### src/rtl/ex_mem_skid_reg.sv
// ex_mem_skid_reg: EX->MEM pipeline register, valid/ready handshake, 2-entry skid buffer.
// Optional back-pressure counter enabled by defining EX_MEM_STALL_CNT_EN.
module ex_mem_skid_reg #(
    parameter int XLEN   = 32,
    parameter int REG_AW = 5,
    parameter int CTRL_W = 4
`ifdef EX_MEM_STALL_CNT_EN
    ,parameter int CNT_W = 16
`endif
) (
    input  logic              clk,
    input  logic              reset_n,
    input  logic              flush,
    input  logic              in_valid,
    output logic              in_ready,
    input  logic [XLEN-1:0]   ALUResultE,
    input  logic [XLEN-1:0]   WriteDataE,
    input  logic [REG_AW-1:0] RdE,
    input  logic [XLEN-1:0]   PCPlus4E,
    input  logic [CTRL_W-1:0] CtrlE,
    output logic              out_valid,
    input  logic              out_ready,
    output logic [XLEN-1:0]   ALUResultM,
    output logic [XLEN-1:0]   WriteDataM,
    output logic [REG_AW-1:0] RdM,
    output logic [XLEN-1:0]   PCPlus4M,
    output logic [CTRL_W-1:0] CtrlM
`ifdef EX_MEM_STALL_CNT_EN
    ,output logic [CNT_W-1:0] stall_cnt
`endif
);
    localparam int BW = 3*XLEN + REG_AW + CTRL_W;
    typedef enum logic [1:0] {EMPTY, ONE, FULL} state_t;
    state_t state, state_nxt;
    logic [BW-1:0] main_q, skid_q, in_bus;
    logic [REG_AW-1:0] rd_q;
    logic [CTRL_W-1:0] ctrl_q;
    logic accept, drain, load_main, load_skid, main_from_skid;
    assign in_bus = {ALUResultE, WriteDataE, RdE, PCPlus4E, CtrlE};
    assign in_ready = state != FULL;
    assign out_valid = state != EMPTY;
    assign accept = in_valid & in_ready;
    assign drain = out_valid & out_ready;
    assign {ALUResultM, WriteDataM, rd_q, PCPlus4M, ctrl_q} = main_q;
    assign RdM = out_valid ? rd_q : '0;
    assign CtrlM = out_valid ? ctrl_q : '0;
    always_comb begin
        state_nxt = state;
        load_main = 1'b0;
        load_skid = 1'b0;
        main_from_skid = 1'b0;
        case (state)
            EMPTY: begin
                load_main = accept;
                state_nxt = accept ? ONE : EMPTY;
            end
            ONE: begin
                load_main = accept & drain;
                load_skid = accept & !drain;
                state_nxt = load_skid ? FULL : (!accept & drain) ? EMPTY : ONE;
            end
            FULL: begin
                main_from_skid = drain;
                state_nxt = drain ? ONE : FULL;
            end
            default: state_nxt = EMPTY;
        endcase
        if (flush) state_nxt = EMPTY;
    end
    always_ff @(posedge clk or negedge reset_n) begin
        if (!reset_n) begin
            state <= EMPTY;
            main_q <= '0;
            skid_q <= '0;
        end else begin
            state <= state_nxt;
            if (load_main) main_q <= in_bus;
            else if (main_from_skid) main_q <= skid_q;
            if (load_skid) skid_q <= in_bus;
        end
    end
`ifdef EX_MEM_STALL_CNT_EN
    // saturating; flush deliberately leaves it untouched
    always_ff @(posedge clk or negedge reset_n) begin
        if (!reset_n) stall_cnt <= '0;
        else if (out_valid & !out_ready & ~&stall_cnt) stall_cnt <= stall_cnt + 1'b1;
    end
`endif
endmodule

### config.mk
export PLATFORM = sky130hd
export DESIGN_NAME = ex_mem_skid_reg
export DESIGN_NICKNAME = d
export VERILOG_FILES = /design/src/rtl/ex_mem_skid_reg.sv
export SDC_FILE = /design/constraint.sdc
export NUM_CORES = 1
export LEC_CHECK = 0
export CAP_MARGIN = 5
export CELL_PAD_IN_SITES_DETAIL_PLACEMENT = 1
export CELL_PAD_IN_SITES_GLOBAL_PLACEMENT = 1
export CORE_ASPECT_RATIO = 1.75
export CORE_MARGIN = 8
export CORE_UTILIZATION = 50
export DETAILED_ROUTE_END_ITERATION = 12
export DONT_BUFFER_PORTS = 1
export PLACE_DENSITY = 0.76
export SYNTH_ARGS = -nofsm -noshare
export SYNTH_HDL_FRONTEND = slang
export SYNTH_SLANG_ARGS = --single-unit
export TNS_END_PERCENT = 20
### constraint.sdc
create_clock -name clk -period 2.3 [get_ports clk]
set_input_delay 0.46 -clock clk [delete_from_list [all_inputs] [get_ports clk]]
set_output_delay 0.46 -clock clk [all_outputs]
set_load 0.05 [all_outputs]
==> reports/qor.log <==
[hold_path] HP Class in2async
[timing] total count of hold-check failures in the final report 212
[synth] cell area after synthesis 10800 sq um
[timing] worst hold slack -0.334 ns
[critical_path] Crit. End Element flop
[detailed_routing] number of violations reported at the end of detailed-routing iteration 0 287
[placed_design] placed cell area 10500 sq um
[synth] number of enable flip-flop cells after synthesis 0
[global_routing] number of global-route vias before repair 6630
[synth] distinct cell type count after synthesis 18
[clocking] clock latency at the later pin of the worst-skew pair 0.50 ns
[timing] pins over their slew limit 0
[placed_design] Placer Congestion 0.727
[clocking] Num Clock Sinks 212
[critical_path] Data arrival, critical path 2.50 ns
[synth] ys flop type sky130_fd_sc_hd__dfrtp_1
[synth] yosys synthesis warning count 0
[global_routing] first-pass GRT wire length 38700 microns
[floorplanning] number of rows created at floorplan 71
[timing] maximum clock rate 460 MHz
[synth] most area-consuming cells after synthesis sky130_fd_sc_hd__dfrtp_1 49%, sky130_fd_sc_hd__mux2i_1 29%, sky130_fd_sc_hd__mux2_2 11%, sky130_fd_sc_hd__buf_4 7.4%, sky130_fd_sc_hd__buf_2 1.3%
[cells_and_area] Final nets 819
[pwr] Power Dens Cells 1180 nW/um^2
[floorplanning] Die Span X 127 microns
[synth] Gate Count Post-Synth 801
[timing] Least-Margin Pin Slew 1.13 ns
[critical_path] data required time at the worst endpoint 2.62 ns
[placed_design] # port buffers 0
[cells_and_area] cell area after layout 11200 sq um
[timing] unrepaired setup endpoints after global routing false
[floorplanning] Die Height 210 microns
[detailed_routing] routed length per placed instance 24.5 microns
[synth] Synth top cells by count 315 x sky130_fd_sc_hd__mux2i_1, 212 x sky130_fd_sc_hd__dfrtp_1, 106 x sky130_fd_sc_hd__buf_4
[flow_run] # Max-Cap Violations 0
[detailed_routing] remaining antenna violation count 0
[global_routing] remaining global-route overflow 0
[placed_design] detailed-placement wirelength estimate 16900 microns
[timing] worst clock skew 0.0170 ns
[synth] Seq/Total Area, Yosys 49.1%
[status] result of the run finished with violations
[synth] library cell with the highest instance count after synthesis sky130_fd_sc_hd__mux2i_1
[cells_and_area] area growth from synthesis to final layout 3.58%
[synth] Post-synth ARST share 100%
[synth] syn_area_per_cell 13.5 sq um
[pwr] static leakage 5.19 nW
[clocking] clock tree root buffer cell sky130_fd_sc_hd__clkbuf_16
[detailed_routing] Vias/cell 5.70
[detailed_routing] wirelength, routed 24800 microns
[status] violated checks negative hold slack
[cells_and_area] layout cell share with drive strength beyond 1 23.0%
[pwr] VDD IR-drop max 0.705 mV
[timing] final worst-path cycle share 94.6%
[global_routing] pin count of the biggest net entering global routing 213
[clocking] number of H-tree levels 1
[detailed_routing] number of vias in the routed layout 5754
[global_routing] global-route usage over all layers 18.3%
[timing] setup slack of the critical path after layout 0.124 ns
[synth] post-synthesis sequential element count 212
[critical_path] Max Fanout on Critical Path 20
[floorplanning] top-level I/O count 217
[floorplanning] core area 21400 sq um
[detailed_routing] first drt pass iteration count 3
[timing] headroom to the max-slew limit 24.9%
[clocking] post-CTS clock slew at the launch and capture registers of the worst setup and hold paths 0.07 ns
[synth] Synthesized Nets 913
[clocking] buffers inserted by post-CTS timing repair 0
[critical_path] Worst Path Class, Setup reg2reg
[clocking] number of buffers on the longest clock path 3
[timing] fin crit period 2.18 ns
[critical_path] type of origin of the critical path flop
[synth] area share of the largest cell type after synthesis 49.1%
[synth] top cell type by total area after synthesis sky130_fd_sc_hd__dfrtp_1
[clocking] TritonCTS Buffers 21
[floorplanning] starting density of the core 50.5%
[timing] sum of negative setup slack 0 ns
[detailed_routing] final routed DRC violation total 0
[floorplanning] Die Footprint 26800 sq um
[clocking] quantity of gates resized following cts 0
[placed_design] setup slack at placement 0.102 ns
[cells_and_area] number of diodes 0
[timing] number of endpoints failing setup at the final stage 0
[clocking] TritonCTS clock tree yes
[global_routing] antenna violations before repair 0
worst paths after layout:
path | slack, ns | end | cells after the start | startpoint
min in group clk | 0.03 | state[1] | 1 | flush
max in group asynchronous | 2.35 | main_q[64] | 0 | reset_n
setup / recovery | 0.12 | main_q[50] | 8 | state[0]
hold / removal | -0.33 | main_q[35] | 0 | reset_n
setup reg to reg | 0.12 | main_q[50] | 8 | state[0]
hold reg to reg | 0.50 | skid_q[87] | 1 | skid_q[87]
cells in the final DEF, fill, tap and decap left out, drive strengths merged:
cell      Yosys  layout
a211oi        2       2
nor2b        11      11
clkinvlp      0       2
bufinv        0       2
mux2        105     105
inv           2       3
and2          1       1
o21a          1       1
clkbuf        8      27
mux2i       316     316
buf         136      27
ha            2       2
nand3b        1       1
nand2b        2       2
clkinv        0       2
nor2          2       2
dfrtp       212     212
layer usage:
layer	up-vias	global-route usage, %	part of all wire (%)
met2	156	34.4	55
met3	41	6.25	8.7
met5	-	0	0
li1	2546	-	-
met4	0	5.65	2.4
met1	3011	18.3	34
layout make-up:
type                    count  area, sq um
fillers                  2054        10200
flip-flops and latches    212         5310
multi-input cells         443         4520
clock buffers              27          558
well taps                 292          365
repair buffers             27          340
clock inverters             7         96.3
inverters                   2         7.51
sequential cells by signal, indices dropped and copies added (netlist names):
register	count
skid_q	105
state	2
main_q	105
kinds of logic (layout without fill, tap and decap cells):
kind of cell	after synthesis	after routing	synth area share (%)
AO/OA/AOI/OAI	3	3	0.208
adder cells (fa/ha/maj)	2	2	0.231
buffers and inverters	146	63	9.20
flip-flops	212	212	49.1
multiplexers	421	421	40.3
AND/OR/NAND/NOR	17	17	0.949
worst max-delay path: stages, from the launching register on:
cell and delay (ns):
sky130_fd_sc_hd__dfrtp_1 0.39, sky130_fd_sc_hd__nand2b_2 0.20, sky130_fd_sc_hd__and2_1 0.19, sky130_fd_sc_hd__ha_1 0.21
sky130_fd_sc_hd__mux2i_4 0.18, sky130_fd_sc_hd__buf_4 0.22, sky130_fd_sc_hd__buf_12 0.21, sky130_fd_sc_hd__mux2i_1 0.27
sky130_fd_sc_hd__mux2i_1 0.13
through the flow:
stage                     util (%)  hold slack, ns  std cells  total power (W)
after detailed placement      49.2           0.174        976          0.00991
final                         52.3          -0.334       1010           0.0132
after global placement        49.2           0.173        976          0.00958
after global routing          52.3          -0.353       1010           0.0138
after CTS                     52.3          -0.356       1010           0.0133
after floorplan                  -           0.164        801          0.00972
where the power goes:
part / switching, W / internal [W]
logic: 0.00108 / 0.00140
registers: 0.00243 / 0.00488
clock network: 0.00144 / 0.00194
Note: power is estimated with default switching activity, not from simulation.
